## src/rtl/battle_pkg.sv

```systemverilog
`default_nettype none
// ============================================================================
//  Module      : battle_pkg
//  Description : Shared types, default constants and helpers for the battle
//                roll datapath (FSM state encoding, LFSR defaults, HP math).
//  Revision    : 1.0 - initial release
// ============================================================================
package battle_pkg;

   // Roll controller states
   typedef enum logic [1:0] {
      IDLE  = 2'd0,
      SPIN  = 2'd1,
      APPLY = 2'd2,
      KO    = 2'd3
   } state_t;

   // Maximal-length 16-bit Galois LFSR defaults
   localparam logic [15:0] DEFAULT_SEED = 16'hACE1;
   localparam logic [15:0] DEFAULT_TAPS = 16'hB400;

   // Saturating subtract: never wraps below zero
   function automatic logic [31:0] hp_sat_sub(input logic [31:0] hp_v,
                                              input logic [31:0] dmg_v);
      return (hp_v > dmg_v) ? (hp_v - dmg_v) : 32'd0;
   endfunction

endpackage
`default_nettype wire

```

## src/rtl/battle_roll_unit_if.sv

```systemverilog
`default_nettype none
// ============================================================================
//  Module      : battle_roll_unit_if
//  Description : Control/status bundle between a battle controller (master)
//                and the roll unit (slave).
//  Revision    : 1.0 - initial release
// ============================================================================
interface battle_roll_unit_if #(
   parameter int RNG_W  = 16,
   parameter int ROLL_W = 4,
   parameter int HP_W   = 4
) ();
   logic              seed_load;
   logic [RNG_W-1:0]  seed;
   logic              roll_req;
   logic              roll_ready;
   logic [ROLL_W-1:0] threshold;
   logic [HP_W-1:0]   damage;
   logic              hp_reload;
   logic              roll_valid;
   logic [ROLL_W-1:0] roll_value;
   logic              hit;
   logic [HP_W-1:0]   hp;
   logic              ko;

   modport master (
      output seed_load, seed, roll_req, threshold, damage, hp_reload,
      input  roll_ready, roll_valid, roll_value, hit, hp, ko
   );

   modport slave (
      input  seed_load, seed, roll_req, threshold, damage, hp_reload,
      output roll_ready, roll_valid, roll_value, hit, hp, ko
   );
endinterface
`default_nettype wire

```

## src/rtl/galois_lfsr.sv

```systemverilog
`default_nettype none
// ============================================================================
//  Module      : galois_lfsr
//  Description : Seedable right-shifting Galois LFSR. A zero load value is
//                replaced by SEED so the register can never lock up at zero.
//  Revision    : 1.0 - initial release
// ============================================================================
module galois_lfsr
   import battle_pkg::*;
#(
   parameter int               RNG_W = 16,
   parameter logic [RNG_W-1:0] SEED  = RNG_W'(DEFAULT_SEED),
   parameter logic [RNG_W-1:0] TAPS  = RNG_W'(DEFAULT_TAPS)
) (
   input  logic             clk,
   input  logic             reset,
   input  logic             step,
   input  logic             load,
   input  logic [RNG_W-1:0] load_val,
   output logic [RNG_W-1:0] state
);

   logic [RNG_W-1:0] state_q;

   // Reset to SEED, load (zero mapped to SEED) has priority over stepping
   always_ff @(posedge clk) begin
      if (reset) begin
         state_q <= SEED;
      end else if (load) begin
         state_q <= (load_val == '0) ? SEED : load_val;
      end else if (step) begin
         state_q <= (state_q >> 1) ^ (state_q[0] ? TAPS : '0);
      end
   end

   assign state = state_q;

endmodule
`default_nettype wire

```

## src/rtl/battle_roll_unit.sv

```systemverilog
`default_nettype none
// ============================================================================
//  Module      : battle_roll_unit
//  Description : Dice roll and HP datapath. Spins an LFSR ROLL_W steps per
//                roll, compares against a threshold, applies saturating
//                damage to HP and flags KO at zero. Reload restores HP.
//  Revision    : 1.0 - initial release
// ============================================================================
module battle_roll_unit
   import battle_pkg::*;
#(
   parameter int               RNG_W   = 16,
   parameter int               ROLL_W  = 4,
   parameter int               HP_W    = 4,
   parameter int               HP_INIT = 9,
   parameter logic [RNG_W-1:0] SEED    = RNG_W'(DEFAULT_SEED),
   parameter logic [RNG_W-1:0] TAPS    = RNG_W'(DEFAULT_TAPS)
) (
   input  logic               clk,
   input  logic               reset,
   battle_roll_unit_if.slave  bus
);

   localparam int              CNT_W    = $clog2(ROLL_W) + 1;
   localparam logic [CNT_W-1:0] CNT_LAST = CNT_W'(ROLL_W - 1);
   localparam logic [HP_W-1:0]  HP_RESET = HP_W'(HP_INIT);

   state_t            state_q;
   logic [CNT_W-1:0]  cnt_q;
   logic [ROLL_W-1:0] roll_value_q;
   logic              hit_q;
   logic              roll_valid_q;
   logic [HP_W-1:0]   hp_q;
   logic              ko_q;

   logic [RNG_W-1:0]  w_lfsr_state;
   logic              w_lfsr_step;
   logic              w_lfsr_load;
   logic              w_unused_lfsr;
   logic [ROLL_W-1:0] roll_value_d;
   logic              hit_d;
   logic [HP_W-1:0]   w_hp_dmg;
   logic [HP_W-1:0]   hp_d;

   // The LFSR only advances while spinning; reseeding is honoured only
   // while no roll is in flight.
   assign w_lfsr_step = (state_q == SPIN);
   assign w_lfsr_load = bus.seed_load && ((state_q == IDLE) || (state_q == KO));

   galois_lfsr #(
      .RNG_W (RNG_W),
      .SEED  (SEED),
      .TAPS  (TAPS)
   ) u_lfsr (
      .clk      (clk),
      .reset    (reset),
      .step     (w_lfsr_step),
      .load     (w_lfsr_load),
      .load_val (bus.seed),
      .state    (w_lfsr_state)
   );

   // Only the low ROLL_W bits form the roll; the rest is LFSR history
   assign w_unused_lfsr = ^w_lfsr_state;

   assign roll_value_d = w_lfsr_state[ROLL_W-1:0];
   assign hit_d        = (roll_value_d > bus.threshold);
   assign w_hp_dmg     = HP_W'(hp_sat_sub(32'(hp_q), 32'(bus.damage)));
   assign hp_d         = hit_d ? w_hp_dmg : hp_q;

   // Roll controller: IDLE -> SPIN (ROLL_W steps) -> APPLY -> IDLE or KO
   always_ff @(posedge clk) begin
      if (reset) begin
         state_q      <= IDLE;
         cnt_q        <= '0;
         roll_value_q <= '0;
         hit_q        <= 1'b0;
         roll_valid_q <= 1'b0;
         hp_q         <= HP_RESET;
         ko_q         <= 1'b0;
      end else begin
         roll_valid_q <= 1'b0;

         // Reload acts in every state; APPLY below skips its HP update
         if (bus.hp_reload) begin
            hp_q <= HP_RESET;
            ko_q <= 1'b0;
         end

         case (state_q)
            IDLE: begin
               if (bus.roll_req && !bus.seed_load) begin
                  state_q <= SPIN;
                  cnt_q   <= '0;
               end
            end
            SPIN: begin
               if (cnt_q == CNT_LAST) begin
                  state_q <= APPLY;
               end else begin
                  cnt_q <= cnt_q + 1'b1;
               end
            end
            APPLY: begin
               roll_value_q <= roll_value_d;
               hit_q        <= hit_d;
               roll_valid_q <= 1'b1;
               if (bus.hp_reload) begin
                  state_q <= IDLE;
               end else begin
                  hp_q <= hp_d;
                  if (hp_d == '0) begin
                     ko_q    <= 1'b1;
                     state_q <= KO;
                  end else begin
                     state_q <= IDLE;
                  end
               end
            end
            KO: begin
               if (bus.hp_reload) begin
                  state_q <= IDLE;
               end
            end
            default: state_q <= IDLE;
         endcase
      end
   end

   assign bus.roll_ready = (state_q == IDLE);
   assign bus.roll_valid = roll_valid_q;
   assign bus.roll_value = roll_value_q;
   assign bus.hit        = hit_q;
   assign bus.hp         = hp_q;
   assign bus.ko         = ko_q;

endmodule
`default_nettype wire
```

## src/flat_wrapper.sv

```systemverilog
// flat-port wrapper written by rule: the top's interface ports become plain ports
module battle_roll_unit_flat import battle_pkg::*;
#(
   parameter int               RNG_W   = 16,
   parameter int               ROLL_W  = 4,
   parameter int               HP_W    = 4,
   parameter int               HP_INIT = 9,
   parameter logic [RNG_W-1:0] SEED    = RNG_W'(DEFAULT_SEED),
   parameter logic [RNG_W-1:0] TAPS    = RNG_W'(DEFAULT_TAPS)
)
  (clk, reset, bus_seed_load, bus_seed, bus_roll_req, bus_threshold, bus_damage, bus_hp_reload, bus_roll_ready, bus_roll_valid, bus_roll_value, bus_hit, bus_hp, bus_ko);
  battle_roll_unit_if #(.RNG_W(RNG_W), .ROLL_W(ROLL_W), .HP_W(HP_W)) bus_i ();
  input  logic clk;
  input  logic reset;
  input wire logic [$bits(bus_i.seed_load)-1:0] bus_seed_load;
  input wire logic [$bits(bus_i.seed)-1:0] bus_seed;
  input wire logic [$bits(bus_i.roll_req)-1:0] bus_roll_req;
  input wire logic [$bits(bus_i.threshold)-1:0] bus_threshold;
  input wire logic [$bits(bus_i.damage)-1:0] bus_damage;
  input wire logic [$bits(bus_i.hp_reload)-1:0] bus_hp_reload;
  output wire logic [$bits(bus_i.roll_ready)-1:0] bus_roll_ready;
  output wire logic [$bits(bus_i.roll_valid)-1:0] bus_roll_valid;
  output wire logic [$bits(bus_i.roll_value)-1:0] bus_roll_value;
  output wire logic [$bits(bus_i.hit)-1:0] bus_hit;
  output wire logic [$bits(bus_i.hp)-1:0] bus_hp;
  output wire logic [$bits(bus_i.ko)-1:0] bus_ko;
  assign bus_i.seed_load = bus_seed_load;
  assign bus_i.seed = bus_seed;
  assign bus_i.roll_req = bus_roll_req;
  assign bus_i.threshold = bus_threshold;
  assign bus_i.damage = bus_damage;
  assign bus_i.hp_reload = bus_hp_reload;
  assign bus_roll_ready = bus_i.roll_ready;
  assign bus_roll_valid = bus_i.roll_valid;
  assign bus_roll_value = bus_i.roll_value;
  assign bus_hit = bus_i.hit;
  assign bus_hp = bus_i.hp;
  assign bus_ko = bus_i.ko;
  battle_roll_unit #(.RNG_W(RNG_W), .ROLL_W(ROLL_W), .HP_W(HP_W), .HP_INIT(HP_INIT), .SEED(SEED), .TAPS(TAPS)) u_core (.clk(clk), .reset(reset), .bus(bus_i));
endmodule
```

## config.mk

```make
export PLATFORM = sky130hd
export DESIGN_NAME = battle_roll_unit_flat
export DESIGN_NICKNAME = d
export VERILOG_FILES = /design/src/rtl/battle_pkg.sv /design/src/rtl/battle_roll_unit_if.sv /design/src/rtl/galois_lfsr.sv /design/src/rtl/battle_roll_unit.sv /design/src/flat_wrapper.sv
export SDC_FILE = /design/constraint.sdc
export NUM_CORES = 1
export LEC_CHECK = 0
export CORE_MARGIN = 5
export CORE_UTILIZATION = 45
export CTS_CLUSTER_DIAMETER = 60
export CTS_CLUSTER_SIZE = 30
export DETAILED_ROUTE_END_ITERATION = 8
export PLACE_DENSITY = 0.75
export SETUP_SLACK_MARGIN = 0.2
export SLEW_MARGIN = 5
export SYNTH_ARGS = -nofsm -noshare
export SYNTH_HDL_FRONTEND = slang
export SYNTH_SLANG_ARGS = --single-unit
```

## constraint.sdc

```tcl
create_clock -name clk -period 1.93 [get_ports clk]
set_input_delay 0.2895 -clock clk [delete_from_list [all_inputs] [get_ports clk]]
set_output_delay 0.2895 -clock clk [all_outputs]
set_load 0.01 [all_outputs]
```

# Word level (Yosys, flattened, before mapping)
# Cells that the tools add are included.
# word_totals
output_inout_bits,12
elab_cells,55
register_bits,32
in_bits,29
# classes
eq_ne,8
order_cmp,2
reduce_logical,11
bitwise,1
muxes,23
n_addsub,2
# op_table
operator,n
16-bit two-way mux,4
4-bit two-way mux,5
16-bit zero test,1
15-bit by 16-bit XOR with 16-bit output,1
2-bit two-way mux,5
4-bit > comparator,2
2-bit one-hot mux with 4 select lines,1
3-bit two-way mux,2
3-bit one-hot mux with 2 select lines,1
3-bit AND reduction,2
1-bit two-way mux,5
"2-bit == test, second input constant",2
4-bit zero test,1
"2-bit by 1-bit inequality test with 1-bit output, second input constant",2
"2-bit inequality test, second input constant",2
2-bit nonzero test,2
4-bit subtractor,1
"3-bit by 1-bit adder with 3-bit output, second input constant",1
"3-bit by 2-bit == test with 1-bit output, second input constant",1
"2-bit by 1-bit == test with 1-bit output, second input constant",1
1-bit logical AND,2
2-bit zero test,1
1-bit zero test,1
1-bit logical OR,1

# Depth between registers and ports, before layout
# Gate-level depths: netlist of the first run.
# depth
word_depth,7
ltp_mapped,9
ltp_nobuf,9

# Hierarchy
# A second synthesis of the first run with hierarchy kept.
# hier_totals
cells_unflattened,206
area_unflattened_um2,1968.1
# by_module_without_submodules
module,seq_area_each_um2,n_inst,area_each_um2,cells_per_inst
battle_roll_unit,320.3,1,1092.3,118
galois_lfsr,320.3,1,875.8,88

# Least setup slack after synthesis of the first run
# No wires, ideal clock.
# synth_path
path_kind,register to register
start,register u_core.hp_q[0] (netlist: u_core.bus.hp[0])
end,register u_core.state_q[1]
setup_time_ns,0.088
synth_period_minus_slack_ns,1.951
t_arrival_ns,1.863
path_buffers,0
slack_ns,-0.021
t_required_ns,1.842
stages_incl_launch_ff,10
path_cell_list,dfxtp_1 > inv_1 > ha_1 > inv_1 > fa_1 > a21o_2 > a21oi_1 > a41oi_1 > o311a_1 > o32ai_2
# synth_between
elab_chain_len,7
word_cells_on_any_way,8
cone_classes,add/sub (1); order compare (1); mux (5); reduce/logical (1)
# synth_rtl
item,line_no,text
start: declaration,battle_roll_unit.sv:33,logic [HP_W-1:0] hp_q;
start signal: assignment,battle_roll_unit.sv:111,hp_q <= hp_d;
4-bit subtractor or 4-bit > comparator (tied branches),battle_pkg.sv:25,return (hp_v > dmg_v) ? (hp_v - dmg_v) : 32'd0;
4-bit two-way mux,battle_pkg.sv:25,
4-bit two-way mux *,battle_roll_unit.sv:69,assign hp_d = hit_d ? w_hp_dmg : hp_q;
4-bit zero test *,battle_roll_unit.sv:112,if (hp_d == '0) begin
2-bit two-way mux *,battle_roll_unit.sv:112,
2-bit two-way mux *,battle_roll_unit.sv:108,if (bus.hp_reload) begin
2-bit one-hot mux with 4 select lines *,battle_roll_unit.sv:90,case (state_q)
end signal: assignment,battle_roll_unit.sv:93,state_q <= SPIN;
end signal: assignment,battle_roll_unit.sv:109,state_q <= IDLE;
end signal: assignment,battle_roll_unit.sv:114,state_q <= KO;
end: declaration,battle_roll_unit.sv:28,state_t state_q;
# Mark *: on every way between the ends. The rest lies on a longest branch, timed or not.
# A chain may end at the register's enable or synchronous reset.

# Worst setup path in the final report of the first run
# layout_path
start,input port bus_damage[1]
end,register u_core.state_q[1]
# layout_between
elab_chain_len,7
word_cells_on_any_way,8
cone_classes,add/sub (1); order compare (1); mux (5); reduce/logical (1)
# layout_rtl
item,line_no,text
start: declaration,flat_wrapper.sv:19,input wire logic [$bits(bus_i.damage)-1:0] bus_damage;
4-bit subtractor or 4-bit > comparator (tied branches),battle_pkg.sv:25,
4-bit two-way mux *,battle_pkg.sv:25,
4-bit two-way mux *,battle_roll_unit.sv:69,
4-bit zero test *,battle_roll_unit.sv:112,
2-bit two-way mux *,battle_roll_unit.sv:112,
2-bit two-way mux *,battle_roll_unit.sv:108,
2-bit one-hot mux with 4 select lines *,battle_roll_unit.sv:90,
# Marks and branches as above.

==> flow_metrics.env, run 1 <==
export IMPL_status="finished, final reports clean"
export IMPL_clock_latency_ps=290
export IMPL_period_needed_ps=1884
export IMPL_synth_top_area_share_pct=35.98
export IMPL_clockRootBuffer="clkbuf_8"
export IMPL_syn_cell_area_mm2=0.001780
export IMPL_io_buffers=40
export IMPL_diodes=0
export IMPL_drt_iter0_markers=59
export IMPL_min_from="u_core.bus.ko"
export IMPL_final_cell_mix="37 x clkdlybuf4s50_1, 29 x dfxtp_1, 26 x nor2_1, 20 x buf_4, 15 x inv_1"
export IMPL_die_width_um=72.90
export IMPL_power_density_mw_per_mm2=1021
export IMPL_rr_endpoint="u_core.state_q[1]"
export IMPL_grt_overflow=0
export IMPL_via_count=1740
export IMPL_dieArea_mm2=0.005314
export IMPL_ff2ff_setup_slack_ps=50
export IMPL_r2r_cells=9
export IMPL_post_route_period_util_pct=97.63
export IMPL_ys_flop_type="dfxtp_1"
export IMPL_drc_errors=0
export IMPL_initial_utilization_pct=47.56
export IMPL_drt_wirelength_per_cell_um=15.59
export IMPL_dpl_instance_area_mm2=0.002355
export IMPL_total_power_mw=2.721
export IMPL_yosysUniqueCellTypes=33
export IMPL_ys_ff_latch=32
export IMPL_async_flop_share_pct=0
export IMPL_max_stage_delay_ps=460
export IMPL_hold_buffers=0
export IMPL_worstMarginPinSlew_ps=514.2
export IMPL_hp_class="reg2reg"
export IMPL_grt_pass1_wl_um=7893
export IMPL_rsz0062_at_grt="yes"
export IMPL_cp_top_family="compound AO/OA/AOI/OAI gates"
export IMPL_drv_slew=0
export IMPL_drt_total_wl_um=4879
export IMPL_final_common_cell="clkdlybuf4s50_1"
export IMPL_vias_per_cell=5.559
export IMPL_syn_area_per_cell_um2=8.771
export IMPL_cp_start_kind="input pin"
export IMPL_synth_top_cells_by_area="dfxtp_1 36%, ha_1 9.8%, mux2i_1 7.9%"
export IMPL_path_max_fanout=3
export IMPL_yosysSeqAreaShare_pct=35.98
export IMPL_dr_pass1_iters=5
export IMPL_seqPwrFrac_pct=32.3
export IMPL_htree_levels=2
export IMPL_final_util_pct=71.22
export IMPL_dp_hpwl_um=3300
export IMPL_cp_required_ps=2130
export IMPL_fin_skew_ps=5.074
export IMPL_slowest_stage="clkdlybuf4s50_1"
export IMPL_area_growth_syn_to_layout_pct=49.75
export IMPL_clock_sinks=32
export IMPL_criticalPathCategory="in2reg"
export IMPL_comb_power_share_pct=44.6
export IMPL_final_cell_area_mm2=0.002666
export IMPL_setup_violations=0
export IMPL_path_clk_slew_ps=60
export IMPL_antenna_left=0
export IMPL_finalWorstSetupSlack_ps=45.72
export IMPL_power_switching_mw=0.9455
export IMPL_p_leak_nw=1.053
export IMPL_cp_end_kind="flip-flop"
export IMPL_p_clk_share_pct=23.1
export IMPL_antenna_found_initial=0
export IMPL_cts_buffer_depth=2
export IMPL_fin_nets=308
export IMPL_ys_warn_count=0
export IMPL_path_buf_inv=2
export IMPL_grt_usage_pct=19.06
export IMPL_yosys_area_top_type="dfxtp_1"
export IMPL_path_cells="clkdlybuf4s50_1, inv_1, ha_1, nand2_1, o21ai_2, xor2_1, o311a_4, o32ai_2"
export IMPL_holdPathEnd="u_core.bus.ko"
export IMPL_core_area_mm2=0.003744
export IMPL_cts_tree="yes"
export IMPL_ir_drop_uv=704.2
export IMPL_synth_fp_nets=247
export IMPL_min_path_cells=2
export IMPL_grt_max_degree=17
export IMPL_io_pins=41
export IMPL_gp_congestion=0.8394
export IMPL_maxSlewHeadroom_pct=65.40
export IMPL_synth_edf_count=0
export IMPL_fmax_mhz=530.7
export IMPL_cts_buffers=5
export IMPL_die_h_um=72.90
export IMPL_grt_pass1_vias=1673
export IMPL_p_int_mw=1.776
export IMPL_cap_violations=0
export IMPL_reg2reg_from="u_core.bus.hp[0]"
export IMPL_post_place_ws_ps=-349.7
export IMPL_final_layout_size_suffix_gt1_share_pct=25.66
export IMPL_worstPathArrival_ps=2090
export IMPL_syn_inst=203
export IMPL_rows=22
export IMPL_worst_hold_slack_ps=475.4
export IMPL_hold_viol_final=0
export IMPL_switching_share_pct=34.75
## cell type report
class / instances / area (um^2)
Timing Repair Buffer: 63 / 584.3
Clock buffer: 6 / 72.57
Inverter: 17 / 63.81
Sequential cell: 32 / 644.4
Clock inverter: 2 / 35.03
Tap cell: 48 / 60.06
Multi-Input combinational cell: 145 / 1206
Fill cell: 303 / 1077
## through the flow
step / instances / TNS (ps)
after global placement: 296 / -1717
after global routing: 313 / -14.80
after floorplan: 203 / 0
final: 313 / 0
after detailed placement: 296 / -2225
after CTS: 313 / 0
## cells by family (layout without fill, tap and decap cells)
kind of cell,count (synthesis),in the layout,synth area share (%)
simple gates,60,60,15.67
compound gates,46,47,18.41
flops,32,32,35.98
buf+inv,27,88,6.114
mux,18,18,10.40
fa+ha+maj,15,15,10.96
xor+xnor,5,5,2.460
## worst min-delay path: cells and delay by family, from the launching register on
kind               cells  cell delay [ps]
DFF                    1              340
and+or+nand+nor        1               50
AOI/OAI and AO/OA      1               60
## cell usage after synthesis (all sizes together), types with 4 or more instances
cell	instances
a21oi	10
nand2b	12
o211ai	5
o22ai	9
a211oi	8
nand3	5
a21boi	4
nor4	5
clkbuf	6
inv	17
nand2	9
nor2	27
ha	14
mux2i	14
mux2	4
dfxtp	32
buf	4
## worst max path at each step
stage | from | end | slack [ps] | cells past startpoint
finish | bus_damage[1] | u_core.state_q[1] | 50 | 8
global route | u_core.bus.hp[0] | u_core.state_q[1] | -10 | 9
CTS | u_core.bus.hp[0] | u_core.state_q[1] | 80 | 9
detailed placement | bus_damage[0] | u_core.state_q[1] | -350 | 9
global placement | bus_threshold[1] | u_core.bus.hp[2] | -270 | 8
floorplan | u_core.bus.hp[0] | u_core.state_q[1] | 130 | 7
## what timing repair did
item                       4_1_cts  5_1_grt
pin swaps                       10        7
cloned                           1        0
setup buffers                    8        0
setup endpoints to repair        9       15
gates resized for setup         19       17
## registers in the layout, indices dropped and copies added (netlist names)
name and flops:
u_core.bus.hit 1, u_core.bus.hp 4, u_core.bus.ko 1, u_core.bus.roll_valid 1, u_core.bus.roll_value 4, u_core.cnt_q 3
u_core.state_q 2, u_core.u_lfsr.state 16
## routing by layer
metal	track usage, %	part of all wire (%)	vias up
met1	23.97	42	820
met2	30.46	48	64
li1	-	-	840
met4	7.172	2.6	0
met5	0	0	-
met3	5.923	7.5	16
## power groups by stage
stage | clock network, mW | registers (mW) | logic, mW
after floorplan | 0 | 0.867 | 0.768
after global placement | 0 | 0.884 | 1.06
final | 0.628 | 0.879 | 1.21
after detailed placement | 0 | 0.886 | 1.08
after CTS | 0.640 | 0.872 | 1.15
after global routing | 0.666 | 0.893 | 1.34
(Power assumes the default switching activity.)
==> run 2: changes to the inputs <==
--- a/config.mk
+++ b/config.mk
@@ -5,7 +5,6 @@
 export SDC_FILE = /design/constraint.sdc
 export NUM_CORES = 1
 export LEC_CHECK = 0
-export CORE_MARGIN = 5
 export CORE_UTILIZATION = 45
 export CTS_CLUSTER_DIAMETER = 60
 export CTS_CLUSTER_SIZE = 30
==> flow_metrics.env, run 2 (synthesis gave the netlist of run 1 again) <==
export IMPL_via_count=1649
export IMPL_worstMarginPinSlew_ps=474.1
export IMPL_clock_sinks=32
export IMPL_final_common_cell="clkdlybuf4s50_1"
export IMPL_maxSlewHeadroom_pct=68.28
export IMPL_post_place_ws_ps=-353.7
export IMPL_antenna_left=0
export IMPL_final_util_pct=69.93
export IMPL_hp_class="reg2reg"
export IMPL_die_h_um=64.90
export IMPL_cts_buffers=5
export IMPL_drt_total_wl_um=4488
export IMPL_dpl_instance_area_mm2=0.002340
export IMPL_gp_congestion=0.8146
export IMPL_rows=22
export IMPL_cp_required_ps=2130
export IMPL_total_power_mw=2.537
export IMPL_vias_per_cell=5.319
export IMPL_fin_skew_ps=3.871
export IMPL_cap_violations=0
export IMPL_worstPathArrival_ps=2040
export IMPL_finalWorstSetupSlack_ps=88.32
export IMPL_dr_pass1_iters=4
export IMPL_period_needed_ps=1842
export IMPL_grt_max_degree=26
export IMPL_cts_buffer_depth=2
export IMPL_use_met2_pct=35.68
export IMPL_grt_pass1_wl_um=6789
export IMPL_largest_reg_flops=16
export IMPL_clock_latency_ps=280
export IMPL_cp_end_kind="flip-flop"
export IMPL_cp_start_kind="input pin"
export IMPL_drt_iter0_markers=56
export IMPL_criticalPathCategory="in2reg"
export IMPL_p_leak_nw=1.018
export IMPL_initial_utilization_pct=47.91
export IMPL_grtUsageMet1_pct=25.94
export IMPL_post_route_period_util_pct=95.42
export IMPL_power_density_mw_per_mm2=976.2
export IMPL_fmax_mhz=543.0
export IMPL_final_cell_area_mm2=0.002599
export IMPL_ff2ff_setup_slack_ps=90
export IMPL_max_stage_delay_ps=450
export IMPL_grt_pass1_vias=1545
export IMPL_setup_violations=0
export IMPL_die_width_um=64.90
export IMPL_ir_drop_uv=631.6
export IMPL_clockRootBuffer="clkbuf_8"
export IMPL_io_buffers=40
export IMPL_setup_tns_ps=0
export IMPL_path_clk_slew_ps=60
export IMPL_drt_wirelength_per_cell_um=14.48
export IMPL_rsz0062_at_grt="yes"
export IMPL_top_usage_layer="met2"
export IMPL_dp_hpwl_um=3056
export IMPL_area_growth_syn_to_layout_pct=45.96
export IMPL_path_cells="clkdlybuf4s50_1, inv_1, ha_4, nand2_1, o21ai_2, xor2_1, o311a_4, o32ai_2"
export IMPL_drc_errors=0
export IMPL_grt_overflow=0
export IMPL_io_pins=41
export IMPL_diodes=0
export IMPL_fin_nets=306
export IMPL_dieArea_mm2=0.004212
export IMPL_final_layout_size_suffix_gt1_share_pct=24.05
export IMPL_status="finished, final reports clean"
export IMPL_hold_viol_final=0
export IMPL_htree_levels=2
export IMPL_hold_buffers=0
export IMPL_path_max_fanout=3
export IMPL_drv_slew=0
export IMPL_grt_util_met3_pct=4.577
export IMPL_antenna_found_initial=0
export IMPL_cts_tree="yes"
export IMPL_final_cell_mix="36 x clkdlybuf4s50_1, 29 x dfxtp_1, 26 x nor2_1, 20 x buf_4, 14 x mux2i_1"
export IMPL_slowest_stage="clkdlybuf4s50_1"
export IMPL_core_area_mm2=0.003716
export IMPL_grt_usage_pct=20.95
==> run 2: area by class of cell <==
cell class	count	area (um^2)
clock buffer	6	72.57
multi-input combinational	144	1179
clock inverter	1	5.005
inverter	17	63.81
timing repair buffer	62	571.8
fill	306	1117
sequential	32	646.9
tap	48	60.06
==> run 2: path summary, 6_finish.rpt <==
kind | from | end | cells past startpoint
setup / recovery | bus_damage[2] | u_core.state_q[1] | 8
hold / removal | u_core.cnt_q[1] | u_core.cnt_q[1] | 2
setup reg to reg | u_core.bus.hp[0] | u_core.state_q[1] | 9
hold reg to reg | u_core.cnt_q[1] | u_core.cnt_q[1] | 2
==> run 2: worst max-delay path, delay by kind of cell <==
kind | cells | cell delay (ps)
compound gates | 3 | 780
xor+xnor | 1 | 130
fa+ha+maj | 1 | 270
buf+inv | 2 | 510
simple gates | 1 | 70
==> run 2: power breakdown <==
group          switching (mW)  leakage (nW)  internal (mW)
sequential             0.0970         0.262          0.791
combinational           0.581         0.715          0.592
clock                   0.232        0.0410          0.245
total                   0.909          1.02           1.63
==> run 2: repair_timing <==
| action | in CTS | in global routing |
|---|---|---|
| gates resized for setup | 12 | 22 |
| gates cloned | 0 | 0 |
| hold endpoints to repair | 0 | 0 |
| pin swaps | 7 | 9 |
| endpoints found under the setup margin | 9 | 14 |
| setup buffers | 4 | 5 |
==> run 2: metrics by stage <==
stage | hold slack, ps | cells
after global routing | 495.5 | 310
after detailed placement | 464.6 | 294
after floorplan | 425.5 | 203
final | 471.5 | 310
after CTS | 475.1 | 305
after global placement | 453.3 | 294
==> run 2: layer usage <==
metal	up-vias	part of all wire (%)
met4	0	1.1
met1	786	46
met2	31	50
li1	827	-
met3	5	3.2
met5	-	0
